$ cat src/rtl/sha1_sched_pkg.sv
// Shared types for the SHA-1 job scheduler: job descriptor, completion status
// and scheduler FSM states.
package sha1_sched_pkg;

  localparam int unsigned JOB_TAG_W = 4;

  typedef struct packed {
    logic [31:0]          message_addr;
    logic [31:0]          size;
    logic [31:0]          output_addr;
    logic [JOB_TAG_W-1:0] tag;
  } job_t;

  typedef enum logic [1:0] {
    ST_OK       = 2'b00,
    ST_TIMEOUT  = 2'b01,
    ST_REJECTED = 2'b10
  } cmp_status_e;

  typedef enum logic [1:0] {
    S_IDLE,
    S_LAUNCH,
    S_BUSY,
    S_REPORT
  } sched_state_e;

endpackage

$ cat src/rtl/sha1_job_sched_if.sv
// Requester, core-control and completion signals of the job scheduler.
// The slave modport is the scheduler side, master is the host/core side.
interface sha1_job_sched_if #(
  parameter int unsigned TAG_W = 4
);
  logic             job_valid;
  logic             job_ready;
  logic [31:0]      job_message_addr;
  logic [31:0]      job_size;
  logic [31:0]      job_output_addr;
  logic [TAG_W-1:0] job_tag;

  logic             core_start;
  logic [31:0]      core_message_addr;
  logic [31:0]      core_size;
  logic [31:0]      core_output_addr;
  logic             core_done;

  logic             cmp_valid;
  logic             cmp_ready;
  logic [TAG_W-1:0] cmp_tag;
  logic [1:0]       cmp_status;
  logic [31:0]      cmp_cycles;

  modport slave (
    input  job_valid, job_message_addr, job_size, job_output_addr, job_tag,
    input  core_done, cmp_ready,
    output job_ready, core_start, core_message_addr, core_size, core_output_addr,
    output cmp_valid, cmp_tag, cmp_status, cmp_cycles
  );

  modport master (
    output job_valid, job_message_addr, job_size, job_output_addr, job_tag,
    output core_done, cmp_ready,
    input  job_ready, core_start, core_message_addr, core_size, core_output_addr,
    input  cmp_valid, cmp_tag, cmp_status, cmp_cycles
  );
endinterface

$ cat src/rtl/sha1_job_fifo.sv
// Job descriptor FIFO; pointers carry an extra wrap bit to tell full from empty.
module sha1_job_fifo
  import sha1_sched_pkg::*;
#(
  parameter int unsigned DEPTH = 4
) (
  input  logic clk,
  input  logic reset_n,
  input  logic i_push,
  input  job_t i_data,
  output logic o_full,
  input  logic i_pop,
  output job_t o_data,
  output logic o_empty
);
  localparam int unsigned AW = $clog2(DEPTH);

  job_t       r_mem [DEPTH];
  logic [AW:0] r_wr_ptr;
  logic [AW:0] r_rd_ptr;
  logic        w_do_push;
  logic        w_do_pop;

  assign o_full  = (r_wr_ptr[AW] != r_rd_ptr[AW]) &&
                   (r_wr_ptr[AW-1:0] == r_rd_ptr[AW-1:0]);
  assign o_empty = (r_wr_ptr == r_rd_ptr);

  assign w_do_push = i_push && !o_full;
  assign w_do_pop  = i_pop && !o_empty;

  always_ff @(posedge clk or negedge reset_n) begin
    if (!reset_n) begin
      r_wr_ptr <= '0;
      r_rd_ptr <= '0;
    end else begin
      if (w_do_push) r_wr_ptr <= r_wr_ptr + 1'b1;
      if (w_do_pop)  r_rd_ptr <= r_rd_ptr + 1'b1;
    end
  end

  // Storage holds no control state, so it is left out of reset.
  always_ff @(posedge clk) begin
    if (w_do_push) r_mem[r_wr_ptr[AW-1:0]] <= i_data;
  end

  assign o_data = r_mem[r_rd_ptr[AW-1:0]];

endmodule

$ cat src/rtl/sha1_job_sched.sv
// Sequences queued hash jobs through one sha1 core: launch, wait for a done
// rise or timeout, then hold a tagged completion record until accepted.
module sha1_job_sched
  import sha1_sched_pkg::*;
#(
  parameter int unsigned DEPTH    = 4,
  parameter int unsigned TAG_W    = JOB_TAG_W,
  parameter logic [31:0] MAX_SIZE = 32'd65536,
  parameter logic [31:0] TIMEOUT  = 32'd200000
) (
  input logic             clk,
  input logic             reset_n,
  sha1_job_sched_if.slave bus
);
  sched_state_e          r_state;
  sched_state_e          w_next_state;
  logic                  w_pop;
  logic                  w_push;
  logic                  w_full;
  logic                  w_empty;
  job_t                  w_in_job;
  job_t                  w_head;
  logic                  w_legal;
  logic                  w_rise;
  logic                  w_timeout;
  logic                  w_core_start;
  logic                  w_cmp_valid;

  logic                  r_done_q;
  logic [31:0]           r_counter;
  logic [31:0]           r_core_message_addr;
  logic [31:0]           r_core_size;
  logic [31:0]           r_core_output_addr;
  logic [JOB_TAG_W-1:0]  r_cmp_tag;
  cmp_status_e           r_cmp_status;
  logic [31:0]           r_cmp_cycles;

  assign w_push = bus.job_valid && !w_full;

  always_comb begin
    w_in_job              = '0;
    w_in_job.message_addr = bus.job_message_addr;
    w_in_job.size         = bus.job_size;
    w_in_job.output_addr  = bus.job_output_addr;
    w_in_job.tag          = JOB_TAG_W'(bus.job_tag);
  end

  sha1_job_fifo #(
    .DEPTH (DEPTH)
  ) u_fifo (
    .clk     (clk),
    .reset_n (reset_n),
    .i_push  (w_push),
    .i_data  (w_in_job),
    .o_full  (w_full),
    .i_pop   (w_pop),
    .o_data  (w_head),
    .o_empty (w_empty)
  );

  assign w_legal   = (w_head.size != 32'd0) && (w_head.size <= MAX_SIZE);
  // Only a rising done completes a job; a level left over from the previous job is ignored.
  assign w_rise    = bus.core_done && !r_done_q;
  assign w_timeout = (r_counter == TIMEOUT);

  always_ff @(posedge clk or negedge reset_n) begin
    if (!reset_n) r_state <= S_IDLE;
    else          r_state <= w_next_state;
  end

  always_comb begin
    w_next_state = r_state;
    w_pop        = 1'b0;
    w_core_start = 1'b0;
    w_cmp_valid  = 1'b0;
    case (r_state)
      S_IDLE: begin
        if (!w_empty) begin
          w_pop        = 1'b1;
          w_next_state = w_legal ? S_LAUNCH : S_REPORT;
        end
      end
      S_LAUNCH: begin
        w_core_start = 1'b1;
        w_next_state = S_BUSY;
      end
      S_BUSY: begin
        if (w_rise || w_timeout) w_next_state = S_REPORT;
      end
      S_REPORT: begin
        w_cmp_valid = 1'b1;
        if (bus.cmp_ready) w_next_state = S_IDLE;
      end
      default: w_next_state = S_IDLE;
    endcase
  end

  // Counter reads 1 during LAUNCH, so a done seen k cycles after launch reports k+1.
  always_ff @(posedge clk or negedge reset_n) begin
    if (!reset_n) begin
      r_done_q            <= 1'b0;
      r_counter           <= '0;
      r_core_message_addr <= '0;
      r_core_size         <= '0;
      r_core_output_addr  <= '0;
      r_cmp_tag           <= '0;
      r_cmp_status        <= ST_OK;
      r_cmp_cycles        <= '0;
    end else begin
      r_done_q <= bus.core_done;
      case (r_state)
        S_IDLE: begin
          if (!w_empty) begin
            r_cmp_tag <= w_head.tag;
            if (w_legal) begin
              r_core_message_addr <= w_head.message_addr;
              r_core_size         <= w_head.size;
              r_core_output_addr  <= w_head.output_addr;
              r_counter           <= 32'd1;
            end else begin
              r_cmp_status <= ST_REJECTED;
              r_cmp_cycles <= '0;
            end
          end
        end
        S_LAUNCH: r_counter <= r_counter + 32'd1;
        S_BUSY: begin
          r_counter <= r_counter + 32'd1;
          if (w_rise) begin
            r_cmp_status <= ST_OK;
            r_cmp_cycles <= r_counter;
          end else if (w_timeout) begin
            r_cmp_status <= ST_TIMEOUT;
            r_cmp_cycles <= TIMEOUT;
          end
        end
        default: ;
      endcase
    end
  end

  assign bus.job_ready         = !w_full;
  assign bus.core_start        = w_core_start;
  assign bus.core_message_addr = r_core_message_addr;
  assign bus.core_size         = r_core_size;
  assign bus.core_output_addr  = r_core_output_addr;
  assign bus.cmp_valid         = w_cmp_valid;
  assign bus.cmp_tag           = TAG_W'(r_cmp_tag);
  assign bus.cmp_status        = r_cmp_status;
  assign bus.cmp_cycles        = r_cmp_cycles;

endmodule

$ cat src/flat_wrapper.sv
// flat-port wrapper written by rule: the top's interface ports become plain ports
module sha1_job_sched_flat import sha1_sched_pkg::*;
#(
  parameter int unsigned DEPTH    = 4,
  parameter int unsigned TAG_W    = JOB_TAG_W,
  parameter logic [31:0] MAX_SIZE = 32'd65536,
  parameter logic [31:0] TIMEOUT  = 32'd200000
)
  (clk, reset_n, bus_job_valid, bus_job_message_addr, bus_job_size, bus_job_output_addr, bus_job_tag, bus_core_done, bus_cmp_ready, bus_job_ready, bus_core_start, bus_core_message_addr, bus_core_size, bus_core_output_addr, bus_cmp_valid, bus_cmp_tag, bus_cmp_status, bus_cmp_cycles);
  sha1_job_sched_if #(.TAG_W(TAG_W)) bus_i ();
  input logic clk;
  input logic reset_n;
  input wire logic [$bits(bus_i.job_valid)-1:0] bus_job_valid;
  input wire logic [$bits(bus_i.job_message_addr)-1:0] bus_job_message_addr;
  input wire logic [$bits(bus_i.job_size)-1:0] bus_job_size;
  input wire logic [$bits(bus_i.job_output_addr)-1:0] bus_job_output_addr;
  input wire logic [$bits(bus_i.job_tag)-1:0] bus_job_tag;
  input wire logic [$bits(bus_i.core_done)-1:0] bus_core_done;
  input wire logic [$bits(bus_i.cmp_ready)-1:0] bus_cmp_ready;
  output wire logic [$bits(bus_i.job_ready)-1:0] bus_job_ready;
  output wire logic [$bits(bus_i.core_start)-1:0] bus_core_start;
  output wire logic [$bits(bus_i.core_message_addr)-1:0] bus_core_message_addr;
  output wire logic [$bits(bus_i.core_size)-1:0] bus_core_size;
  output wire logic [$bits(bus_i.core_output_addr)-1:0] bus_core_output_addr;
  output wire logic [$bits(bus_i.cmp_valid)-1:0] bus_cmp_valid;
  output wire logic [$bits(bus_i.cmp_tag)-1:0] bus_cmp_tag;
  output wire logic [$bits(bus_i.cmp_status)-1:0] bus_cmp_status;
  output wire logic [$bits(bus_i.cmp_cycles)-1:0] bus_cmp_cycles;
  assign bus_i.job_valid = bus_job_valid;
  assign bus_i.job_message_addr = bus_job_message_addr;
  assign bus_i.job_size = bus_job_size;
  assign bus_i.job_output_addr = bus_job_output_addr;
  assign bus_i.job_tag = bus_job_tag;
  assign bus_i.core_done = bus_core_done;
  assign bus_i.cmp_ready = bus_cmp_ready;
  assign bus_job_ready = bus_i.job_ready;
  assign bus_core_start = bus_i.core_start;
  assign bus_core_message_addr = bus_i.core_message_addr;
  assign bus_core_size = bus_i.core_size;
  assign bus_core_output_addr = bus_i.core_output_addr;
  assign bus_cmp_valid = bus_i.cmp_valid;
  assign bus_cmp_tag = bus_i.cmp_tag;
  assign bus_cmp_status = bus_i.cmp_status;
  assign bus_cmp_cycles = bus_i.cmp_cycles;
  sha1_job_sched #(.DEPTH(DEPTH), .TAG_W(TAG_W), .MAX_SIZE(MAX_SIZE), .TIMEOUT(TIMEOUT)) u_core (.clk(clk), .reset_n(reset_n), .bus(bus_i));
endmodule
$ cat config.mk
export PLATFORM = sky130hd
export DESIGN_NAME = sha1_job_sched_flat
export DESIGN_NICKNAME = d
export VERILOG_FILES = /design/src/rtl/sha1_sched_pkg.sv /design/src/rtl/sha1_job_sched_if.sv /design/src/rtl/sha1_job_fifo.sv /design/src/rtl/sha1_job_sched.sv /design/src/flat_wrapper.sv
export SDC_FILE = /design/constraint.sdc
export NUM_CORES = 1
export LEC_CHECK = 0
export CAP_MARGIN = 20
export CORE_ASPECT_RATIO = 0.8
export CORE_MARGIN = 5
export CORE_UTILIZATION = 43
export CTS_CLUSTER_SIZE = 30
export DETAILED_ROUTE_END_ITERATION = 8
export GPL_ROUTABILITY_DRIVEN = 0
export GPL_TIMING_DRIVEN = 0
export PLACE_DENSITY_LB_ADDON = 0.15
export SLEW_MARGIN = 20
export SYNTH_ARGS = -nofsm -noshare
export SYNTH_HDL_FRONTEND = slang
export SYNTH_SLANG_ARGS = --single-unit
$ cat constraint.sdc
create_clock -name clk -period 10.3 [get_ports clk]
set_input_delay 2.06 -clock clk [delete_from_list [all_inputs] [get_ports clk]]
set_output_delay 2.06 -clock clk [all_outputs]
set_load 0.01 [all_outputs]
==> results.cfg <==
[detailed_routing]
num_vias = 11400
via_per_inst = 5.23
drc = 0
ant_nets = 0
drt_first_pass_iters = 5
wl_per_cell_um = 21.7
drt_iter0_drc = 701
drt-total-wl_um = 47200

[sta]
slew_viol_final = 0
rsz0062_at_grt = false
fin_crit_ns = 4.42
worstMarginPinSlew_ns = 0.987
fmax_mhz = 226
final-setup-viol-count = 0
fin_ws_ns = 5.88
fin_worst_skew_ns = 0.0207
relSlewSlack = 0.342
hold_viol = 0
min_period_over_period = 0.429

[final_layout]
fin_cells = 2174
fillers = 4032
final_layout_size_suffix_gt1_frac = 0.189
fin_util = 0.544
register_area_um2 = 16400
finalNetCount = 1568
area_growth_pct = 24.6
multiInputGateArea_um2 = 5020
antenna_cells = 0

[clock_tree]
htreeDepth = 2
cts_resized = 0
clk_latency_ns = 0.61
cts_root_buffer = clkbuf_16
cts.clk_slew.worst_paths_ns = 0.06
clockBufferDepth = 3
postCtsSetupBuffers = 0
cts_tree = built
cts.hold.buffers_added = 0
cts.sinks = 575
numCtsBuffers = 56

[setup_path]
critPathArrivalTime_ns = 4.90
cp_data_required_time_ns = 10.78
cp_max_fo = 10
end_kind = flop
path_class = flop to flop
cp-start-kind = flop

[power_and_ir_drop]
pwr-share-clk = 0.265
p_leak_uw = 0.00990
seq_power_share = 0.430
p_int_uw = 5370
power_density_nw_per_um2 = 283
irDropWorstVdd_mv = 0.168
switchingPower_uw = 2290
switching_share = 0.299
combinationalPowerShare = 0.305
power_uw = 7670

[placement]
dp_cells = 2068
hpwl_um = 30700
post-place-ws_ns = 5.65
placement.io_buffers = 241

[synthesis]
synth.cell_area_um2 = 21800
synth_top_area_frac = 0.552
synth_top_area_cell = edfxtp_1
async_flop_share = 0.304
synth_nets = 1259
syn_inst = 1142
synth_seq_area_share = 0.754
synth_edf_count = 400
ys.flop_type = edfxtp_1
syn_area_per_cell_um2 = 19.0
ys_ff_latch = 575
synth_area_leaders = edfxtp_1, dfrtp_1, mux4_2
synth_cell_types = 54
yosys_warnings = 0

[floorplan]
die_h_um = 211
start_util = 0.436
die_width_um = 261
core_area_um2 = 49900
rows = 73
ios = 242
fp.dieArea_um2 = 55200

[worst_hold_path]
min_path_type = flop to flop

[global_routing]
antenna_found_initial = 5
grt_pass1_wl_um = 72800
grt_pass1_vias = 11900
grt_overflow = 0
grt_usage = 0.172
grt_max_degree = 89

[job]
cap_viol_max_count = 0

[outcome]
status = complete, no violations
[final cells by class]
| type | instances | share of cell area |
|---|---|---|
| Sequential cell | 575 | 0.605 |
| Multi-Input combinational cell | 491 | 0.185 |
| Timing Repair Buffer | 251 | 0.0985 |
| Clock buffer | 79 | 0.0575 |
| Tap cell | 675 | 0.0311 |
| Buffer | 60 | 0.0110 |
| Clock inverter | 27 | 0.00992 |
| Inverter | 16 | 0.00222 |
[cells by family after synthesis]
group | share of synthesized area
flip-flops | 0.754
AND/OR/NAND/NOR | 0.0508
multiplexers | 0.132
AO/OA/AOI/OAI | 0.0361
buffers and inverters | 0.0165
adder cells (fa/ha/maj) | 0.00690
XOR/XNOR | 0.00397
[state kept, by name, indices dropped and copies added, names as in the netlist]
| register | cells |
|---|---|
| u_core.bus.core_size | 32 |
| u_core.u_fifo.r_wr_ptr | 3 |
| u_core.u_fifo.r_rd_ptr | 3 |
| u_core.bus.cmp_status | 2 |
| u_core.u_fifo.r_mem | 400 |
| u_core.bus.core_output_addr | 32 |
| u_core.r_counter | 32 |
| u_core.bus.cmp_cycles | 32 |
| u_core.r_state | 2 |
| u_core.bus.cmp_tag | 4 |
| u_core.bus.core_message_addr | 32 |
| u_core.r_done_q | 1 |
[synthesized netlist by cell type, types with 3 or more instances]
master	count
mux4_2	72
buf_1	4
inv_1	16
mux4_1	13
and2_1	4
clkbuf_1	36
xor2_1	5
or3_1	3
a22o_1	26
dfrtp_1	175
o22a_1	7
xnor2_1	3
o21ai_1	3
mux2_2	81
buf_6	5
a21oi_1	7
o31ai_1	7
and3_1	23
a211o_1	20
nand2_1	41
nor4b_1	5
edfxtp_1	400
o21ai_2	3
a31oi_1	3
nand4_1	12
a21o_1	3
nor3_1	6
nand3_1	15
nor2b_1	15
buf_2	13
nor4_1	41
o21ai_0	10
ha_1	12
nor2_1	29
[layout by cell type (no fill, tap or decap), types with 13 or more instances in the layout]
cell type	count
clkbuf_16	56
a211o_1	20
nor4_1	41
dfrtp_1	175
a22o_1	26
clkinv_2	13
buf_2	13
edfxtp_1	400
nand2_1	41
and3_1	19
mux4_2	72
mux2_2	81
clkdlybuf4s50_1	240
clkbuf_1	52
nor2b_1	15
inv_1	16
mux4_1	13
nor2_1	29
nand3_1	15
[critical path, cell delays in order, from the launching register on]
cell and delay, ns:
dfrtp_1 0.34, buf_2 0.28, buf_2 0.36, mux4_1 0.39, nor4_1 0.43, nand4_1 0.34, xnor2_2 0.26, nor3_2 0.71
buf_2 0.47, buf_2 0.34, mux2_2 0.37
[metrics by stage]
stage                     area [um2]  TNS, ns  hold WS [ns]
after floorplan                21800        0         0.460
after global placement         25000  -206.01         0.466
after detailed placement       25300        0         0.465
after CTS                      27100        0         0.480
after global routing           27100        0         0.502
final                          27100        0         0.475
[path summary, 6_finish.rpt]
check	startpoint	endpoint	slack [ns]	cells past startpoint
max	u_core.u_fifo.r_rd_ptr[1]	u_core.bus.core_output_addr[21]	5.88	10
min	u_core.bus.cmp_tag[0]	u_core.bus.cmp_tag[0]	0.47	2
max reg2reg	u_core.u_fifo.r_rd_ptr[1]	u_core.bus.core_output_addr[21]	5.88	10
min reg2reg	u_core.bus.cmp_tag[0]	u_core.bus.cmp_tag[0]	0.47	2
max in group asynchronous	reset_n	u_core.bus.core_output_addr[9]	8.16	2
min in group asynchronous	reset_n	u_core.bus.core_size[11]	1.33	1
[layer usage]
metal  GRT usage  vias to the layer above  routed length (um)
li1            -                     5185                   -
met1       0.238                     5848               20800
met2       0.276                      246               22500
met3      0.0470                       74                2880
met4      0.0415                       10                 878
met5           0                        -                  65
[power by group through the flow]
stage	clock (uW)	sequential, uW	combinational [uW]
6_report	2030	3300	2340
5_1_grt	2190	3350	2550
3_3_place_gp	0	3420	2310
2_1_floorplan	0	3420	1290
4_1_cts	2090	3300	2410
3_5_place_dp	0	3350	2400
Power figures use the tool's default switching activity.
